[config.mk]
export PLATFORM = sky130hd
export DESIGN_NAME = accelerator_dma_master
export DESIGN_NICKNAME = d
export VERILOG_FILES = /design/src/rtl/accelerator_dma_master.sv
export SDC_FILE = /design/constraint.sdc
export NUM_CORES = 1
export LEC_CHECK = 0
export ABC_CLOCK_PERIOD_IN_PS = 4240
export BUFFER_PORTS_ARGS = -buffer_cell sky130_fd_sc_hd__buf_4
export CAP_MARGIN = 20
export CORE_MARGIN = 5
export CORE_UTILIZATION = 35
export DETAILED_ROUTE_END_ITERATION = 6
export GPL_TIMING_DRIVEN = 0
export SETUP_SLACK_MARGIN = 0.05
export SLEW_MARGIN = 20
export SYNTH_ARGS = -nofsm -noshare
export SYNTH_HDL_FRONTEND = slang
export SYNTH_SLANG_ARGS = --single-unit
[constraint.sdc]
create_clock -name CSI_CLOCK_CLK -period 4.24 [get_ports CSI_CLOCK_CLK]
set_clock_uncertainty 0.1 [all_clocks]
set_input_delay 0.848 -clock CSI_CLOCK_CLK [delete_from_list [all_inputs] [get_ports CSI_CLOCK_CLK]]
set_output_delay 0.848 -clock CSI_CLOCK_CLK [all_outputs]
set_load 0.03 [all_outputs]
[src/rtl/accelerator_dma_master.sv]
// ---------------------------------------------------------------------------
// accelerator_dma_master
//
// Avalon-MM master half of the accelerator. A rising edge on START (seen
// while idle) latches SRC_ADDR, DST_ADDR and LENGTH. The block then copies
// LENGTH 32-bit words, one read followed by one write per word, and finally
// pulses DONE for one cycle.
//
// Optional feature: define ACC_CHECKSUM_EN to add the CHECKSUM output, which
// is the running sum (mod 2^32) of every word read during the current job.
//
// Ports
//   CSI_CLOCK_CLK                 in   clock, all logic on posedge
//   CSI_CLOCK_RESET_N             in   asynchronous active-low reset
//   START                         in   level; a 0->1 transition while idle starts a job
//   SRC_ADDR / DST_ADDR           in   byte addresses, word aligned by the user
//   LENGTH                        in   word count (0 allowed)
//   DONE                          out  one-cycle completion pulse
//   BUSY                          out  high from accepted start through the DONE cycle
//   AVM_AVALONMASTER_ADDRESS      out  byte address of the current request
//   AVM_AVALONMASTER_READ         out  read request
//   AVM_AVALONMASTER_WRITE        out  write request
//   AVM_AVALONMASTER_WAITREQUEST  in   slave stall
//   AVM_AVALONMASTER_READDATA     in   read data, taken when READ & ~WAITREQUEST
//   AVM_AVALONMASTER_WRITEDATA    out  write data
//   CHECKSUM                      out  sum of words read (ACC_CHECKSUM_EN only)
//
// Handshake: a request (READ or WRITE) is held with address and data frozen
// until a cycle in which WAITREQUEST is low; that cycle completes the transfer.
// READ and WRITE are registered and never high together.
// ---------------------------------------------------------------------------
module accelerator_dma_master #(
    parameter int AVM_AVALONMASTER_DATA_WIDTH    = 32,
    parameter int AVM_AVALONMASTER_ADDRESS_WIDTH = 32,
    parameter int LENGTH_WIDTH                   = 16
) (
    input  logic                                      CSI_CLOCK_CLK,
    input  logic                                      CSI_CLOCK_RESET_N,
    input  logic                                      START,
    input  logic [AVM_AVALONMASTER_ADDRESS_WIDTH-1:0] SRC_ADDR,
    input  logic [AVM_AVALONMASTER_ADDRESS_WIDTH-1:0] DST_ADDR,
    input  logic [LENGTH_WIDTH-1:0]                   LENGTH,
    output logic                                      DONE,
    output logic                                      BUSY,
    output logic [AVM_AVALONMASTER_ADDRESS_WIDTH-1:0] AVM_AVALONMASTER_ADDRESS,
    output logic                                      AVM_AVALONMASTER_READ,
    output logic                                      AVM_AVALONMASTER_WRITE,
    input  logic                                      AVM_AVALONMASTER_WAITREQUEST,
    input  logic [AVM_AVALONMASTER_DATA_WIDTH-1:0]    AVM_AVALONMASTER_READDATA,
    output logic [AVM_AVALONMASTER_DATA_WIDTH-1:0]    AVM_AVALONMASTER_WRITEDATA
`ifdef ACC_CHECKSUM_EN
    ,
    output logic [31:0]                               CHECKSUM
`endif
);

    localparam int AW = AVM_AVALONMASTER_ADDRESS_WIDTH;
    localparam int DW = AVM_AVALONMASTER_DATA_WIDTH;
    localparam int LW = LENGTH_WIDTH;

    localparam logic [1:0] S_IDLE = 2'd0;
    localparam logic [1:0] S_RD   = 2'd1;
    localparam logic [1:0] S_WR   = 2'd2;
    localparam logic [1:0] S_FIN  = 2'd3;

    logic [1:0]    r_state;
    logic          r_start_d;
    logic          r_done;
    logic          r_busy;
    logic          r_read;
    logic          r_write;
    logic [AW-1:0] r_addr;
    logic [AW-1:0] r_src_ptr;
    logic [AW-1:0] r_dst_ptr;
    logic [LW-1:0] r_remaining;
    logic [DW-1:0] r_wdata;

    logic w_start;
    logic w_accept_start;
    logic w_rd_accept;
    logic w_wr_accept;

    // Edge detect: a held-high START never retriggers; only idle edges count.
    assign w_start        = START & ~r_start_d;
    assign w_accept_start = (r_state == S_IDLE) & w_start;
    assign w_rd_accept    = (r_state == S_RD) & ~AVM_AVALONMASTER_WAITREQUEST;
    assign w_wr_accept    = (r_state == S_WR) & ~AVM_AVALONMASTER_WAITREQUEST;

    always_ff @(posedge CSI_CLOCK_CLK or negedge CSI_CLOCK_RESET_N) begin
        if (!CSI_CLOCK_RESET_N) begin
            r_state     <= S_IDLE;
            r_start_d   <= 1'b0;
            r_done      <= 1'b0;
            r_busy      <= 1'b0;
            r_read      <= 1'b0;
            r_write     <= 1'b0;
            r_addr      <= '0;
            r_src_ptr   <= '0;
            r_dst_ptr   <= '0;
            r_remaining <= '0;
            r_wdata     <= '0;
        end else begin
            r_start_d <= START;
            r_done    <= 1'b0;

            // BUSY falls on the same edge that ends the DONE pulse, unless a
            // new job is accepted on that very edge.
            if (w_accept_start) begin
                r_busy <= 1'b1;
            end else if (r_done) begin
                r_busy <= 1'b0;
            end

            case (r_state)
                S_IDLE: begin
                    if (w_start) begin
                        r_src_ptr   <= SRC_ADDR;
                        r_dst_ptr   <= DST_ADDR;
                        r_remaining <= LENGTH;
                        if (LENGTH != '0) begin
                            r_state <= S_RD;
                            r_read  <= 1'b1;
                            r_addr  <= SRC_ADDR;
                        end else begin
                            r_state <= S_FIN;
                        end
                    end
                end

                S_RD: begin
                    if (w_rd_accept) begin
                        r_wdata   <= AVM_AVALONMASTER_READDATA;
                        r_src_ptr <= r_src_ptr + AW'(4);
                        r_read    <= 1'b0;
                        r_write   <= 1'b1;
                        r_addr    <= r_dst_ptr;
                        r_state   <= S_WR;
                    end
                end

                S_WR: begin
                    if (w_wr_accept) begin
                        r_dst_ptr   <= r_dst_ptr + AW'(4);
                        r_remaining <= r_remaining - LW'(1);
                        r_write     <= 1'b0;
                        // Last word: the count is about to reach zero.
                        if (r_remaining == LW'(1)) begin
                            r_state <= S_FIN;
                        end else begin
                            // r_src_ptr already points at the next source word.
                            r_read  <= 1'b1;
                            r_addr  <= r_src_ptr;
                            r_state <= S_RD;
                        end
                    end
                end

                S_FIN: begin
                    r_done  <= 1'b1;
                    r_state <= S_IDLE;
                end

                default: begin
                    r_state <= S_IDLE;
                end
            endcase
        end
    end

`ifdef ACC_CHECKSUM_EN
    logic [31:0] r_checksum;

    always_ff @(posedge CSI_CLOCK_CLK or negedge CSI_CLOCK_RESET_N) begin
        if (!CSI_CLOCK_RESET_N) begin
            r_checksum <= '0;
        end else if (w_accept_start) begin
            r_checksum <= '0;
        end else if (w_rd_accept) begin
            r_checksum <= r_checksum + 32'(AVM_AVALONMASTER_READDATA);
        end
    end

    assign CHECKSUM = r_checksum;
`endif

    assign DONE                       = r_done;
    assign BUSY                       = r_busy;
    assign AVM_AVALONMASTER_ADDRESS   = r_addr;
    assign AVM_AVALONMASTER_READ      = r_read;
    assign AVM_AVALONMASTER_WRITE     = r_write;
    assign AVM_AVALONMASTER_WRITEDATA = r_wdata;

endmodule

==> results of run 1 <==
==> layout make-up <==
| type | count | area [sq um] | area share |
|---|---|---|---|
| clock buffers | 21 | 460 | 0.0431 |
| inverters | 16 | 60.1 | 0.00562 |
| clock inverters | 11 | 148 | 0.0138 |
| flip-flops and latches | 151 | 3780 | 0.354 |
| plain buffers | 71 | 285 | 0.0267 |
| multi-input cells | 655 | 4150 | 0.388 |
| well taps | 319 | 399 | 0.0373 |
| repair buffers | 184 | 1410 | 0.132 |
==> metrics by stage <==
| step | power [W] | util | hold slack (ns) | setup slack [ns] |
|---|---|---|---|---|
| floorplan | 0.00662 | - | 0.366 | 1.70 |
| global placement | 0.00848 | 0.429 | 0.372 | 0.940 |
| detailed placement | 0.00857 | 0.431 | 0.367 | 0.927 |
| CTS | 0.0102 | 0.457 | 0.320 | 1.19 |
| global route | 0.0109 | 0.457 | 0.348 | 0.774 |
| finish | 0.0102 | 0.457 | 0.300 | 1.21 |
==> logic make-up (layout without fill, tap and decap cells) <==
family	after synthesis	after routing	share of synthesized area
DFF	151	151	0.457
and+or+nand+nor	279	279	0.167
buffers and inverters	87	303	0.0417
adders and majority gates	9	9	0.0136
AOI/OAI and AO/OA	292	292	0.220
muxes	75	75	0.101
==> worst paths after layout <==
check,startpoint,end,slack (ns),depth (start not counted)
min in group CSI_CLOCK_CLK,DONE$_DFF_PN0_,BUSY$_DFFE_PN0P_,0.39,1
max,r_state[0]$_DFFE_PN0P_,r_remaining[11]$_DFFE_PN0P_,1.21,10
min,CSI_CLOCK_RESET_N,r_dst_ptr[12]$_DFFE_PN0P_,0.30,1
max reg2reg,r_state[0]$_DFFE_PN0P_,r_remaining[11]$_DFFE_PN0P_,1.21,10
min reg2reg,DONE$_DFF_PN0_,BUSY$_DFFE_PN0P_,0.39,1
max in group asynchronous,CSI_CLOCK_RESET_N,AVM_AVALONMASTER_ADDRESS[30]$_DFFE_PN0P_,2.93,2
==> worst max-delay path, stage by stage, from the launching register on <==
cell	delay [ns]
dfrtp_1	0.41
inv_1	0.12
ha_1	0.20
clkbuf_1	0.42
nor2_1	0.16
a211oi_1	0.33
clkbuf_1	0.38
nand2_1	0.22
clkbuf_1	0.29
o22ai_1	0.20
a21oi_1	0.06
==> routing by layer <==
layer | routed length [um] | track usage | up-vias
met4 | 512 | 0.0614 | 0
met5 | 0 | 0 | -
li1 | - | - | 3745
met1 | 12400 | 0.292 | 3813
met3 | 2090 | 0.0489 | 39
met2 | 13200 | 0.329 | 303
==> power by group <==
part           internal, W  total, W  switching [W]
Clock             0.000958   0.00160       0.000644
Combinational      0.00223   0.00561        0.00338
Sequential         0.00222   0.00297       0.000751
==> flip-flops by register name, summed over array words and instances, names as in the netlist <==
signal,count
AVM_AVALONMASTER_ADDRESS,32
AVM_AVALONMASTER_READ,1
AVM_AVALONMASTER_WRITE,1
AVM_AVALONMASTER_WRITEDATA,32
BUSY,1
DONE,1
r_dst_ptr,32
r_remaining,16
r_src_ptr,32
r_start_d,1
r_state,2
==> synth_stat cells (16+ instances only) <==
cell       instances
nand4_1           25
o21ai_0           38
nand3_1           44
nand2_1           65
a21oi_1          114
inv_1             16
a22oi_1           35
dfrtp_1          151
o22ai_1           38
clkbuf_1          50
a2bb2oi_1         20
mux2_2            64
nor2_1            73
==> results.yml, run 1 <==
run_status:
  status: "completed"
synth:
  synth.avg_cell_area_sq_um: 9.26
  synthArstFlopShare: 1.00
  synthFlopType: "dfrtp_1"
  synth_area_leaders: "dfrtp_1, mux2_2, a21oi_1"
  synth_edf_count: 0
  synth_fp_nets: 1018
  ys_ff_latch: 151
  yosys.area.top_type: "dfrtp_1"
  ys_warn_count: 0
  synth_seq_area_share: 0.457
  synth.distinct_cells: 53
  synthCells: 893
  syn_area_sq_mm: 0.00827
  synth_top_area_frac: 0.457
floorplanning:
  coreArea_sq_mm: 0.0234
  floorplan.die.height_um: 164
  floorplan.initialDensity: 0.354
  ioPinCount: 184
  die_x_um: 164
  placement_rows: 56
  dieArea_sq_mm: 0.0268
global_routing:
  grt_max_degree: 77
  grt_usage: 0.210
  antenna_found_initial: 0
  grt_first_pass_wirelength_um: 44100
  grt_pass1_vias: 7773
  grt_overflow: 0
pwr:
  p_per_area_mw_per_mm2: 953
  p_leak_nw: 4.44
  ir_worst_vdd_mv: 0.439
cells_and_area:
  post-route-cell-area_sq_mm: 0.0107
  layout.cells.non_filler: 1428
  layout_commonest_cell: "buf_4"
  drive_gt1_frac: 0.270
  most-common-layout-cells: "buf_4, dfrtp_1, a21oi_1"
  antenna_cells: 0
  layout.nets: 1221
  fill_cells: 2332
  syn_to_final_growth_pct: 29.2
cts:
  cts_tree: "done"
  clock_latency_ns: 0.43
  cts_sinks: 151
  post_cts_buffers: 0
  holdBufCountCts: 0
  clkTransAtPathRegs_ns: 0.06
  ctsLongestPathBuffers: 2
  cts-resized-gates: 0
  cts_made_buffers: 17
  cts_root_buffer: "clkbuf_16"
  htree_levels: 4
detailed_routing:
  drtIter0Drc: 659
  vias: 7900
  ant_nets: 0
  wirelength_um: 28300
  vias_per_cell: 5.53
  routedWlPerCell_um: 19.8
  drt_first_pass_iters: 5
  drc: 0
sta:
  slew_violations: 0
  finalHoldViolCount: 0
  worstMarginPinSlew_ns: 0.803
  fin_crit_sh: 0.715
  period_needed_ns: 3.03
  max_slew_margin: 0.460
  fmax_mhz: 330
  setup_viol: 0
  tns_ns: 0
  rsz0062_at_grt: "false"
placement:
  dp_cells: 1396
  postPlaceCellArea_sq_mm: 0.0101
  dp_hpwl_um: 21100
  portBuffers: 183
  place_congestion: 0.939
critical_path:
  worstPathMaxFanout: 10
  worst_setup_path_end_kind: "flip-flop"
  cp.arrival_ns: 3.22
  worstPathRequired_ns: 4.43
  cp-start-kind: "flip-flop"
  critical_path_class: "flip-flop to flip-flop"
min_path:
  min_path_type: "input pin to asynchronous set/reset pin"
flow_run:
  drv_cap: 0
Note: power is estimated with default switching activity, not from simulation.
==> run 2, diff against run 1 <==
--- a/config.mk
+++ b/config.mk
@@ -5,7 +5,8 @@
 export SDC_FILE = /design/constraint.sdc
 export NUM_CORES = 1
 export LEC_CHECK = 0
-export ABC_CLOCK_PERIOD_IN_PS = 4240
+export ABC_AREA = 1
+export ABC_CLOCK_PERIOD_IN_PS = 2510
 export BUFFER_PORTS_ARGS = -buffer_cell sky130_fd_sc_hd__buf_4
 export CAP_MARGIN = 20
 export CORE_MARGIN = 5
==> constraint.sdc (replaced) <==
create_clock -name CSI_CLOCK_CLK -period 2.51 [get_ports CSI_CLOCK_CLK]
set_clock_uncertainty 0.1 [all_clocks]
set_input_delay 0.502 -clock CSI_CLOCK_CLK [delete_from_list [all_inputs] [get_ports CSI_CLOCK_CLK]]
set_output_delay 0.502 -clock CSI_CLOCK_CLK [all_outputs]
set_load 0.03 [all_outputs]
==> results.yml, run 2 <==
run_status:
  status: "completed"
placement:
  dp_hpwl_um: 25800
  dp_cells: 1926
  place_congestion: 0.976
  postPlaceCellArea_sq_mm: 0.0113
  portBuffers: 183
  place_ws_ns: 0.0967
synth:
  synth_top_area_frac: 0.398
  synthFlopType: "dfrtp_1"
  synthAdderAreaFrac: 0.0118
  synth_most_common_cell: "nand2_1"
  ys_ff_latch: 151
  synth-xor-area-share: 0.00645
  synth_top_family_by_area: "simple AND/OR/NAND/NOR gates"
  syn_area_sq_mm: 0.00950
  synth_area_leaders: "dfrtp_1, nand2_1, nor2_1"
  synth_fp_nets: 1526
  synthArstFlopShare: 1.00
  yosys.area_share.simple: 0.375
  yosys.area.top_type: "dfrtp_1"
  synthTopCellsByCount: "nand2_1, nor2_1, dfrtp_1"
  synth_compound_area_frac: 0.0875
  synthCells: 1401
  synth.distinct_cells: 36
  synthMuxAreaShare: 0.0494
  synth_edf_count: 0
  ys_warn_count: 0
  synth_seq_area_share: 0.398
  synth.avg_cell_area_sq_um: 6.78
cells_and_area:
  layout.cells.non_filler: 1959
  antenna_cells: 0
  most-common-layout-cells: "nand2_1, nor2_1, buf_4"
  layout_commonest_cell: "nand2_1"
  drive_gt1_frac: 0.189
  post-route-cell-area_sq_mm: 0.0119
  syn_to_final_growth_pct: 25.5
  layout.nets: 1730
pwr:
  p_per_area_mw_per_mm2: 1470
  ir_worst_vdd_mv: 0.747
  p_total_w: 0.0176
  p_leak_nw: 5.78
sta:
  rsz0062_at_grt: "false"
  fin_crit_sh: 0.913
  finalHoldViolCount: 0
  period_needed_ns: 2.29
  fin_ws_ns: 0.219
  fmax_mhz: 436
  worstMarginPinSlew_ns: 0.710
  tns_ns: 0
  max_slew_margin: 0.527
  slew_violations: 0
  setup_viol: 0
detailed_routing:
  drt_first_pass_iters: 5
  drtIter0Drc: 922
  met2_length_um: 15000
  wirelength_um: 33900
  top_layer_used: "met4"
  routedWlPerCell_um: 17.3
  wirelength_met1_um: 15900
  vias_per_cell: 5.06
  ant_nets: 0
  wl_met3_um: 2180
  vias: 9916
  drc: 0
floorplanning:
  dieArea_sq_mm: 0.0305
  ioPinCount: 184
  coreArea_sq_mm: 0.0269
  placement_rows: 60
  die_x_um: 175
  floorplan.die.height_um: 175
  floorplan.initialDensity: 0.354
cts:
  clock_latency_ns: 0.44
  clkTransAtPathRegs_ns: 0.07
  ctsLongestPathBuffers: 2
  cts_tree: "done"
  post_cts_buffers: 0
  cts_made_buffers: 17
  cts_root_buffer: "clkbuf_16"
  htree_levels: 4
  cts_sinks: 151
global_routing:
  grt_usage: 0.221
  grt_pass1_vias: 9708
  grt_overflow: 0
  antenna_found_initial: 0
  grt_first_pass_wirelength_um: 53600
  grt_max_degree: 80
flow_run:
  drv_cap: 0
critical_path:
  critical_path_class: "flip-flop to flip-flop"
  path_cells: "inv_1, ha_1, nand2_1, nor2_1, nand3_1, nand4_2, buf_2, nand2_1, nand2_1"
  cp-start-kind: "flip-flop"
  worst_setup_path_end_kind: "flip-flop"
  worstPathMaxFanout: 10
  cp.arrival_ns: 2.55
  cpMaxStageDelayCell: "dfrtp_1"
  critPathMaxStageDelay_ns: 0.40
  path_common_cell: "nand2_1"
  worstPathRequired_ns: 2.77
min_path:
  min_path_type: "input pin to flip-flop"
## run 2: cell families after synthesis
logic type,after synthesis
simple gates,892
buf+inv,159
xor+xnor,7
mux,32
flops,151
fa+ha+maj,9
compound gates,151
## run 2: critical path: cells and delay by family, from the launching register on
kind,cells,cell delay (ns)
and+or+nand+nor,6,0.85
buffers and inverters,2,0.48
DFF,1,0.40
adders and majority gates,1,0.38
## run 2: final timing paths
| path | cells after the start | slack, ns | start | endpoint |
|---|---|---|---|---|
| setup reg to reg | 9 | 0.22 | r_state[1]$_DFFE_PN0P_ | AVM_AVALONMASTER_ADDRESS[9]$_DFFE_PN0P_ |
| hold reg to reg | 2 | 0.37 | AVM_AVALONMASTER_ADDRESS[26]$_DFFE_PN0P_ | AVM_AVALONMASTER_ADDRESS[26]$_DFFE_PN0P_ |
| hold / removal | 1 | 0.09 | START | r_start_d$_DFF_PN0_ |
| setup / recovery | 9 | 0.22 | r_state[1]$_DFFE_PN0P_ | AVM_AVALONMASTER_ADDRESS[9]$_DFFE_PN0P_ |
| min in group asynchronous | 2 | 0.54 | CSI_CLOCK_RESET_N | AVM_AVALONMASTER_ADDRESS[3]$_DFFE_PN0P_ |
| max in group asynchronous | 3 | 0.93 | CSI_CLOCK_RESET_N | r_dst_ptr[23]$_DFFE_PN0P_ |
## run 2: repair_timing
item                                    in CTS  in global routing
gates resized for setup                      0                 10
endpoints found under the setup margin       0                 12
endpoints found under the hold margin       32                  0
hold buffers                                 1                  0
## run 2: layout make-up
type	instances	area, sq um
buffer	56	303
fill	2853	14900
timing repair buffer	185	1420
clock inverter	12	119
clock buffer	20	447
tap	341	427
sequential	151	3780
multi-input combinational	1091	5050
inverter	103	387
## run 2: report_power, final
group	switching, W	total (W)	internal (W)
clock	0.00116	0.00257	0.00141
sequential	0.00130	0.00501	0.00371
combinational	0.00648	0.00999	0.00351
total	0.00894	0.0176	0.00862
## run 2: layer usage
layer,up-vias,track usage
met2,390,0.342
met1,4623,0.319
met3,51,0.0361
met5,-,0
li1,4852,-
met4,0,0.0661
## run 2: through the flow
stage	util	hold WS [ns]
finish	0.444	0.0949
global route	0.444	0.0868
CTS	0.443	0.0772
detailed placement	0.422	0.362
global placement	0.421	0.358
floorplan	-	0.106
